<file path="src/rtl/uart_sched_pkg.sv">
// Shared types and constants for the UART transmit scheduler.
// State encoding, default timeouts and a width helper.
package uart_sched_pkg;

  typedef enum logic [2:0] {
    IDLE      = 3'd0,
    ACCEPT    = 3'd1,
    START     = 3'd2,
    WAIT_BUSY = 3'd3,
    WAIT_DONE = 3'd4
  } state_e;

  localparam int unsigned DEF_LOCK_TIMEOUT  = 50000;
  localparam int unsigned DEF_START_TIMEOUT = 16;

  function automatic int unsigned clog2(input int unsigned v);
    int unsigned r;
    r = 0;
    for (int i = 0; i < 32; i++) begin
      if ((64'd1 << i) < 64'(v)) r = i + 1;
    end
    return (r == 0) ? 1 : r;
  endfunction

endpackage

</file>
<file path="src/rtl/uart_tx_sched_rr_pick.sv">
// Round-robin picker: first set request at or after ptr,
// wrapping modulo N.
module rr_pick
  import uart_sched_pkg::*;
#(
  parameter int unsigned N  = 3,
  parameter int unsigned IW = 2
) (
  input  logic [N-1:0]  req,
  input  logic [IW-1:0] ptr,
  output logic [N-1:0]  gnt,
  output logic [IW-1:0] idx,
  output logic          any
);

  logic [IW-1:0] j;

  always_comb begin
    gnt = '0;
    idx = '0;
    any = 1'b0;
    j   = '0;
    for (int k = 0; k < int'(N); k++) begin
      j = IW'((int'(ptr) + k) % int'(N));
      if (!any && req[j]) begin
        gnt[j] = 1'b1;
        idx    = j;
        any    = 1'b1;
      end
    end
  end

endmodule

</file>
<file path="src/rtl/uart_tx_sched.sv">
// Shares one UART transmitter between NUM_REQ byte streams,
// round-robin with packet lock and start/busy handshake.
module uart_tx_sched
  import uart_sched_pkg::*;
#(
  parameter int unsigned NUM_REQ       = 3,
  parameter int unsigned LOCK_TIMEOUT  = DEF_LOCK_TIMEOUT,
  parameter int unsigned START_TIMEOUT = DEF_START_TIMEOUT
) (
  input  logic                 clk,
  input  logic                 rst_n,
  input  logic [NUM_REQ-1:0]   req_valid,
  input  logic [8*NUM_REQ-1:0] req_data,
  input  logic [NUM_REQ-1:0]   req_last,
  output logic [NUM_REQ-1:0]   req_ready,
  output logic [NUM_REQ-1:0]   grant,
  output logic                 tx_start,
  output logic [7:0]           tx_data,
  input  logic                 tx_busy,
  output logic                 err_timeout
);

  localparam int unsigned IW = clog2(NUM_REQ);
  localparam int unsigned LW = clog2(LOCK_TIMEOUT + 1);
  localparam int unsigned SW = clog2(START_TIMEOUT + 1);

  state_e             state_q, state_d;
  logic [NUM_REQ-1:0] grant_q, grant_d;
  logic [IW-1:0]      own_q, own_d;
  logic [IW-1:0]      ptr_q, ptr_d;
  logic               lock_q, lock_d;
  logic [LW-1:0]      lcnt_q, lcnt_d;
  logic [SW-1:0]      scnt_q, scnt_d;
  logic [7:0]         data_q, data_d;
  logic               last_q, last_d;
  logic               start_q, start_d;
  logic               err_q, err_d;

  logic [NUM_REQ-1:0] pick_gnt;
  logic [IW-1:0]      pick_idx;
  logic               pick_any;
  logic               sel_valid, sel_last;
  logic [7:0]         sel_data;
  logic [IW-1:0]      own_nxt;

  rr_pick #(
    .N  (NUM_REQ),
    .IW (IW)
  ) u_pick (
    .req (req_valid),
    .ptr (ptr_q),
    .gnt (pick_gnt),
    .idx (pick_idx),
    .any (pick_any)
  );

  always_comb begin
    sel_valid = 1'b0;
    sel_last  = 1'b0;
    sel_data  = '0;
    for (int i = 0; i < int'(NUM_REQ); i++) begin
      if (own_q == IW'(i)) begin
        sel_valid = req_valid[i];
        sel_last  = req_last[i];
        sel_data  = req_data[i*8 +: 8];
      end
    end
  end

  assign own_nxt = (own_q == IW'(NUM_REQ - 1)) ? '0 : own_q + IW'(1);

  always_comb begin
    state_d = state_q;
    grant_d = grant_q;
    own_d   = own_q;
    ptr_d   = ptr_q;
    lock_d  = lock_q;
    lcnt_d  = lcnt_q;
    scnt_d  = scnt_q;
    data_d  = data_q;
    last_d  = last_q;
    start_d = 1'b0;
    err_d   = err_q;
    unique case (state_q)
      IDLE: begin
        // Never accept while a frame (e.g. one cut by reset) is still on the wire.
        if (lock_q) begin
          if (sel_valid) begin
            lcnt_d = '0;
            if (!tx_busy) state_d = ACCEPT;
          end else if (lcnt_q == LW'(LOCK_TIMEOUT - 1)) begin
            lock_d  = 1'b0;
            lcnt_d  = '0;
            grant_d = '0;
            ptr_d   = own_nxt;
          end else begin
            lcnt_d = lcnt_q + LW'(1);
          end
        end else if (pick_any && !tx_busy) begin
          grant_d = pick_gnt;
          own_d   = pick_idx;
          state_d = ACCEPT;
        end
      end
      ACCEPT: begin
        if (sel_valid) begin
          data_d  = sel_data;
          last_d  = sel_last;
          start_d = 1'b1;
          state_d = START;
        end else begin
          if (!lock_q) grant_d = '0;
          state_d = IDLE;
        end
      end
      START: begin
        scnt_d  = '0;
        state_d = WAIT_BUSY;
      end
      WAIT_BUSY: begin
        if (tx_busy) begin
          state_d = WAIT_DONE;
        end else if (scnt_q == SW'(START_TIMEOUT - 1)) begin
          err_d   = 1'b1;
          lock_d  = 1'b0;
          grant_d = '0;
          ptr_d   = own_nxt;
          state_d = IDLE;
        end else begin
          scnt_d = scnt_q + SW'(1);
        end
      end
      WAIT_DONE: begin
        if (!tx_busy) begin
          state_d = IDLE;
          lcnt_d  = '0;
          if (last_q) begin
            lock_d  = 1'b0;
            grant_d = '0;
            ptr_d   = own_nxt;
          end else begin
            lock_d = 1'b1;
          end
        end
      end
      default: state_d = IDLE;
    endcase
  end

  always_ff @(posedge clk or negedge rst_n) begin
    if (!rst_n) begin
      state_q <= IDLE;
      grant_q <= '0;
      own_q   <= '0;
      ptr_q   <= '0;
      lock_q  <= 1'b0;
      lcnt_q  <= '0;
      scnt_q  <= '0;
      data_q  <= '0;
      last_q  <= 1'b0;
      start_q <= 1'b0;
      err_q   <= 1'b0;
    end else begin
      state_q <= state_d;
      grant_q <= grant_d;
      own_q   <= own_d;
      ptr_q   <= ptr_d;
      lock_q  <= lock_d;
      lcnt_q  <= lcnt_d;
      scnt_q  <= scnt_d;
      data_q  <= data_d;
      last_q  <= last_d;
      start_q <= start_d;
      err_q   <= err_d;
    end
  end

  // Strobe only when the owner still offers a byte in ACCEPT.
  assign req_ready   = (state_q == ACCEPT) ? (grant_q & req_valid) : '0;
  assign grant       = grant_q;
  assign tx_start    = start_q;
  assign tx_data     = data_q;
  assign err_timeout = err_q;

endmodule
</file>
<file path="config.mk">
export PLATFORM = sky130hd
export DESIGN_NAME = uart_tx_sched
export DESIGN_NICKNAME = d
export VERILOG_FILES = /design/src/rtl/uart_sched_pkg.sv /design/src/rtl/uart_tx_sched_rr_pick.sv /design/src/rtl/uart_tx_sched.sv
export SDC_FILE = /design/constraint.sdc
export NUM_CORES = 1
export LEC_CHECK = 0
export BUFFER_PORTS_ARGS = -buffer_cell sky130_fd_sc_hd__buf_2
export CAP_MARGIN = 20
export CORE_MARGIN = 2
export CORE_UTILIZATION = 50
export CTS_CLUSTER_DIAMETER = 120
export DETAILED_ROUTE_END_ITERATION = 10
export MAX_ROUTING_LAYER = met4
export PLACE_DENSITY = 0.79
export SLEW_MARGIN = 20
export SYNTH_ARGS = -nofsm -noshare
export SYNTH_HDL_FRONTEND = slang
export SYNTH_SLANG_ARGS = --single-unit
</file>
<file path="constraint.sdc">
create_clock -name clk -period 2.85 [get_ports clk]
set_input_delay 0.57 -clock clk [delete_from_list [all_inputs] [get_ports clk]]
set_output_delay 0.57 -clock clk [all_outputs]
set_load 0.02 [all_outputs]
</file>
==> metrics.csv, run 1 <==
stage,metric,value,unit
die,area of the die,6130,um2
die,Top Ports,49,
timing,final number of hold-violating endpoints,0,
synth,synthesized area,2760,um2
clock_tree,worst skew pair latency,300,ps
critical_path,"Data arrival, critical path",2650,ps
clock_tree,clk sinks,43,
final_layout,storage element area,1080,um2
synth,synthesized instance count,315,
die,Core Area,5410,um2
final_layout,Fillers,489,
critical_path,Startpoint Class,flip-flop,
timing,fmax,0.407,GHz
route,post-route DRC violation count,0,
die,Die H,78.3,um
global_route,Overflow after GRT,0,
synth,post-synth top area share,39.0,%
clock_tree,H-tree Lvls,2,
clock_tree,Post CTS Setup Buffer Count,0,
route,drt first pass iters,4,
clock_tree,Num CTS Buffers,5,
global_route,largest net degree at the start of global routing,44,
synth,syn_nets,355,
synth,Yosys reg bits,43,
hold_path,class of the worst hold path,input pin to asynchronous set/reset pin,
critical_path,Setup CP Type,flip-flop to flip-flop,
route,final WL,6.31,mm
final_layout,"Core Util, Final",58.3,%
synth,synth unique cells,48,
synth,post-synth top area cell,dfrtp_1,
timing,Tmin final,2460,ps
route,WL/cell,14.6,um
power,power per cell area,916,nW/um2
synth,synth top area cells,"dfrtp_1 39%, o21ai_0 6.7%, mux2i_1 6.2%, nand2_1 3.8%, a21oi_1 3.3%",
route,initial DRC count,173,
place,Post-DP HPWL,4.52,mm
run,Max Cap Violations,0,
global_route,initial antenna violation count,0,
synth,number of synthesized flops with an enable pin,0,
clock_tree,CTS tree,yes,
timing,Final setup viols,0,
route,mean number of vias per cell,5.94,
final_layout,fin nets,398,
die,Die W,78.3,um
synth,register area share after synthesis,39.0,%
clock_tree,PostCTS Resize Cnt,0,
synth,prevailing post-synth register cell,dfrtp_1,
global_route,total track usage,22.9,%
clock_tree,clock tree buffer depth,2,
route,Antenna Nets Post-Route,0,
global_route,first-pass GRT wire length,11.1,mm
die,FP Rows,27,
die,Initial Utilization,51.1,%
critical_path,Critical Path RT,3040,ps
timing,setup_tns,0,ps
timing,Worst Skew,6.79,ps
timing,max-slew violations,0,
timing,Least-Margin Pin Slew,940,ps
outcome,status,completed,
synth,Async SR Flop Fraction,100,%
power,Worst VDD drop,0.412,mV
final_layout,Syn-to-layout area delta,14.0,%
timing,fin crit share,86.1,%
critical_path,crit end category,flip-flop,
clock_tree,clock root buffer,clkbuf_8,
clock_tree,clock-pin slew on the worst setup and hold paths,80,ps
synth,YS warnings,0,
timing,Slew HR,37.3,%
place,IO Port Bufs,48,
route,via count,2561,
place,Placer Congestion,0.890,
synth,Avg Inst Size Synth,8.77,um2
timing,RSZ-0062 raised after global routing,false,
power,Leakage,1.46,nW
clock_tree,CTS Hold Bufs,0,
final_layout,area of the multi-input gates,1560,um2
global_route,vias in the first global route,2470,
critical_path,Crit Path Max Fanout,7,
final_layout,layout cell share with drive strength beyond 1,19.2,%
final_layout,antenna fix cells,0,
worst max-delay path: stages (launching register included):
cell and delay (ps):
dfrtp_1 400, inv_1 80, ha_1 410, nand2_1 110, o22ai_1 390, nor4_2 90
buf_4 180, nor4_4 330, mux2_1 360
cell type report:
type	instances	area share, %
clock buffer	6	2.30
clock inverter	2	0.397
inverter	15	1.79
multi-input combinational	240	49.7
sequential	43	34.2
tap	72	2.86
timing repair buffer	53	8.82
path summary, 6_finish.rpt:
kind | endpoint | slack, ps | from | cells past startpoint
min | grant[0] | 400 | rst_n | 1
min reg2reg | tx_data[6] | 480 | tx_data[6] | 2
max reg2reg | grant[2] | 390 | ptr_q[0] | 8
max | grant[2] | 390 | ptr_q[0] | 8
max in group asynchronous | tx_data[7] | 1860 | rst_n | 1
min in group clk | tx_data[6] | 480 | tx_data[6] | 2
flip-flops by register name (all words and copies together) (netlist names):
signal	cells
err_timeout	1
own_q	2
last_q	1
lcnt_q	16
state_q	3
tx_start	1
tx_data	8
scnt_q	5
grant	3
ptr_q	2
lock_q	1
cells in the mapped netlist, drive strengths merged (2+ instances only):
| master | number |
|---|---|
| dfrtp | 43 |
| o21ai | 37 |
| nand2 | 28 |
| nor2 | 23 |
| a21oi | 18 |
| mux2i | 17 |
| inv | 15 |
| clkbuf | 14 |
| nor3 | 11 |
| nand3 | 9 |
| and3 | 8 |
| ha | 7 |
| o31ai | 7 |
| mux2 | 6 |
| nand3b | 6 |
| nand4 | 5 |
| nor4 | 5 |
| o211ai | 5 |
| a311oi | 4 |
| a2bb2oi | 3 |
| buf | 3 |
| nand2b | 3 |
| nor2b | 3 |
| nor3b | 3 |
| o21a | 3 |
| a211oi | 2 |
| a21o | 2 |
| a22o | 2 |
| a31oi | 2 |
| nand4b | 2 |
| o211a | 2 |
| o221ai | 2 |
| o22ai | 2 |
| o41ai | 2 |
| or2 | 2 |
| or3 | 2 |
cell families after synthesis:
| family | Yosys count | share of synthesized area, % |
|---|---|---|
| AO/OA/AOI/OAI | 97 | 22.5 |
| adder cells (fa/ha/maj) | 7 | 3.17 |
| buffers and inverters | 32 | 4.39 |
| flip-flops | 43 | 39.0 |
| multiplexers | 23 | 8.61 |
| AND/OR/NAND/NOR | 113 | 22.4 |
metal layers:
layer / wire length, um / global-route usage, % / vias to the layer above / part of all wire, %
li1: - / - / 1252 / -
met1: 2960 / 29.6 / 1250 / 47
met2: 3020 / 37.1 / 53 / 48
met3: 254 / 4.02 / 6 / 4.0
met4: 75 / 6.84 / 0 / 1.2
met5: 0 / - / - / 0
placed cells by master, fill, tap and decap left out, types with 7 or more instances in the layout:
cell type / count
nor3_1: 11
o21ai_0: 37
nand2_1: 28
buf_2: 48
inv_1: 15
nand3_1: 9
and3_1: 8
dfrtp_1: 43
ha_1: 7
nor2_1: 23
a21oi_1: 18
o31ai_1: 7
mux2i_1: 17
power breakdown:
group          internal [W]  switching, W  total [W]  leakage, nW
sequential         0.000787      0.000201   0.000988        0.568
combinational      0.000616      0.000888    0.00150        0.852
clock              0.000172      0.000219   0.000391       0.0412
total               0.00157       0.00131    0.00288         1.46
through the flow:
step	instance area, um2	setup slack, ps	power [W]	hold slack, ps	cells
2_1_floorplan	2760	610	0.00211	274	315
3_5_place_dp	3060	429	0.00249	466	422
6_report	3150	395	0.00288	399	431
3_3_place_gp	3060	496	0.00245	459	422
4_1_cts	3140	388	0.00288	453	430
5_1_grt	3150	234	0.00313	486	431
(Power assumes the default switching activity.)
==> run 2, diff against run 1 <==
--- a/config.mk
+++ b/config.mk
@@ -5,6 +5,7 @@
 export SDC_FILE = /design/constraint.sdc
 export NUM_CORES = 1
 export LEC_CHECK = 0
+export ABC_AREA = 1
 export BUFFER_PORTS_ARGS = -buffer_cell sky130_fd_sc_hd__buf_2
 export CAP_MARGIN = 20
 export CORE_MARGIN = 2
==> run 2 against run 1 <==
Compared with the run above:
- area after synthesis up 0.77%
- critical path depth decreased by 2
- design area is 1.4% higher
==> metrics.csv, run 2 <==
stage,metric,value,unit
outcome,status,completed,
timing,max-slew violations,0,
timing,Slew HR,54.6,%
die,Die H,78.6,um
final_layout,fin area,3190,um2
power,power per cell area,894,nW/um2
final_layout,max reg flops,16,
clock_tree,H-tree Lvls,2,
synth,syn_nets,434,
synth,post-synth top area share,38.7,%
clock_tree,CTS tree,yes,
clock_tree,CTS Hold Bufs,0,
clock_tree,clock-pin slew on the worst setup and hold paths,80,ps
power,Net Switching,0.00137,W
place,placed cell areas,3090,um2
place,IO Port Bufs,48,
final_layout,layout cell share with drive strength beyond 1,19.2,%
critical_path,R2R setup slack,860,ps
synth,synth top area cells,"dfrtp_1 39%, nand2_1 15%, nor2_1 7.7%, nand3_1 7.4%, inv_1 4.9%",
critical_path,Setup CP Type,flip-flop to primary output,
power,Int Power,0.00149,W
final_layout,area of the multi-input gates,1500,um2
clock_tree,worst skew pair latency,290,ps
place,Placer Congestion,1.01,
synth,synthesized instance count,394,
place,Place WS,872,ps
route,mean number of vias per cell,5.30,
final_layout,storage element area,1080,um2
global_route,Overflow after GRT,0,
power,clock share of power,13.3,%
die,FP Rows,27,
global_route,total track usage,21.5,%
route,drt first pass iters,5,
synth,register area share after synthesis,38.7,%
global_route,vias in the first global route,2457,
die,Initial Utilization,51.2,%
die,Top Ports,49,
final_layout,"Core Util, Final",58.7,%
synth,prevailing post-synth register cell,dfrtp_1,
synth,Async SR Flop Fraction,100,%
synth,Yosys reg bits,43,
timing,setup_tns,0,ps
clock_tree,clock tree buffer depth,2,
clock_tree,Post CTS Setup Buffer Count,0,
timing,fmax,0.480,GHz
final_layout,fin nets,486,
power,combinational share of power,54.3,%
power,Leakage,1.60,nW
route,final WL,6.21,mm
global_route,initial antenna violation count,0,
clock_tree,clk sinks,43,
timing,Tmin final,2080,ps
route,WL/cell,12.0,um
critical_path,Critical Path RT,2280,ps
route,Antenna Nets Post-Route,0,
synth,number of synthesized flops with an enable pin,0,
timing,Worst Skew,6.05,ps
route,via count,2751,
clock_tree,PostCTS Resize Cnt,0,
route,post-route DRC violation count,0,
synth,Avg Inst Size Synth,7.06,um2
synth,YS warnings,0,
die,area of the die,6180,um2
final_layout,most frequent cells in the layout,"113 x nand2_1, 57 x nor2_1, 48 x buf_2",
critical_path,Startpoint Class,flip-flop,
global_route,largest net degree at the start of global routing,44,
final_layout,Fillers,507,
clock_tree,clock root buffer,clkbuf_8,
synth,synthesized area,2780,um2
timing,Final setup viols,0,
die,Core Area,5440,um2
final_layout,"most common cell after layout, fill and taps aside",nand2_1,
timing,"crit path setup slack, layout",768,ps
timing,Least-Margin Pin Slew,678,ps
run,Max Cap Violations,0,
place,Post-DP HPWL,4.78,mm
hold_path,class of the worst hold path,input pin to asynchronous set/reset pin,
synth,synth unique cells,33,
power,Sw Share,48.0,%
timing,RSZ-0062 raised after global routing,false,
final_layout,antenna fix cells,0,
critical_path,"Data arrival, critical path",1510,ps
global_route,first-pass GRT wire length,10.4,mm
die,Die W,78.6,um
clock_tree,Num CTS Buffers,5,
route,initial DRC count,145,
synth,top-count cell post-synth,nand2_1,
power,Worst VDD drop,0.443,mV
critical_path,Crit Path Max Fanout,5,
timing,fin crit share,73.0,%
final_layout,Syn-to-layout area delta,14.7,%
synth,commonest cells in the netlist,"113 x nand2_1, 57 x nor2_1, 43 x dfrtp_1, 41 x nand3_1, 36 x inv_1",
synth,post-synth top area cell,dfrtp_1,
critical_path,crit end category,primary output,
final_layout,register with the most flip-flops,lcnt_q,
power,Reg power frac,32.4,%
timing,final number of hold-violating endpoints,0,
[run 2: changes by cell type in the layout (fill, tap and decap cells not counted), moves of 6 or more]
cell / before / now
a21oi_1: 18 / 11
a41oi_1: 0 / 9
and3_1: 8 / 0
inv_1: 15 / 36
inv_2: 0 / 11
mux2i_1: 17 / 0
nand2_1: 28 / 113
nand2_2: 0 / 6
nand3_1: 9 / 41
nand3b_1: 6 / 0
nor2_1: 23 / 57
o21ai_0: 37 / 9
o31ai_1: 7 / 0
[run 2: final timing paths]
path                            start           end  cells past startpoint
max                        state_q[2]  req_ready[2]                      6
min                             rst_n     lcnt_q[7]                      1
max reg2reg                  ptr_q[0]      grant[1]                     12
min reg2reg                  grant[2]      grant[2]                      2
max in group asynchronous       rst_n    tx_data[4]                      2
min in group clk             grant[2]      grant[2]                      2
[run 2: power by group through the flow]
stage	clock (W)	combinational [W]	sequential (W)
2_1_floorplan	0	0.00111	0.00101
3_3_place_gp	0	0.00151	0.000928
3_5_place_dp	0	0.00155	0.000934
4_1_cts	0.000397	0.00155	0.000923
5_1_grt	0.000415	0.00177	0.000954
6_report	0.000380	0.00155	0.000926
[run 2: cells by family (layout without fill, tap and decap cells)]
family / Yosys count / in the layout / synth area share [%]
simple gates: 239 / 239 / 37.3
flops: 43 / 43 / 38.7
compound gates: 52 / 52 / 13.1
xor+xnor: 1 / 1 / 0.315
buf+inv: 52 / 105 / 7.51
fa+ha+maj: 7 / 7 / 3.15
[run 2: per-layer routing]
metal / vias to the layer above / GRT usage [%] / part of all wire (%)
li1: 1400 / - / -
met1: 1274 / 27.8 / 47
met2: 68 / 34.7 / 47
met3: 9 / 3.33 / 4.4
met4: 0 / 7.54 / 1.3
met5: - / - / 0
[run 2: layout make-up]
cell class / instances / area share [%]
Multi-Input combinational cell: 299 / 46.9
Sequential cell: 43 / 33.7
Timing Repair Buffer: 50 / 8.39
Inverter: 47 / 5.53
Tap cell: 72 / 2.82
Clock buffer: 6 / 2.27
Clock inverter: 2 / 0.392
[run 2: per-stage QoR]
stage / power, W / std cells / hold WS [ps]
3_5_place_dp: 0.00248 / 510 / 479
4_1_cts: 0.00287 / 518 / 449
2_1_floorplan: 0.00211 / 394 / 274
3_3_place_gp: 0.00244 / 510 / 486
6_report: 0.00286 / 519 / 199
5_1_grt: 0.00314 / 519 / 230
[run 2: worst max-delay path, stage by stage, from the launching register on]
cell     delay [ps]
dfrtp_1         430
inv_2           110
nand2_1          80
nor2_1          180
inv_1           140
nor2_1          110
buf_2           170
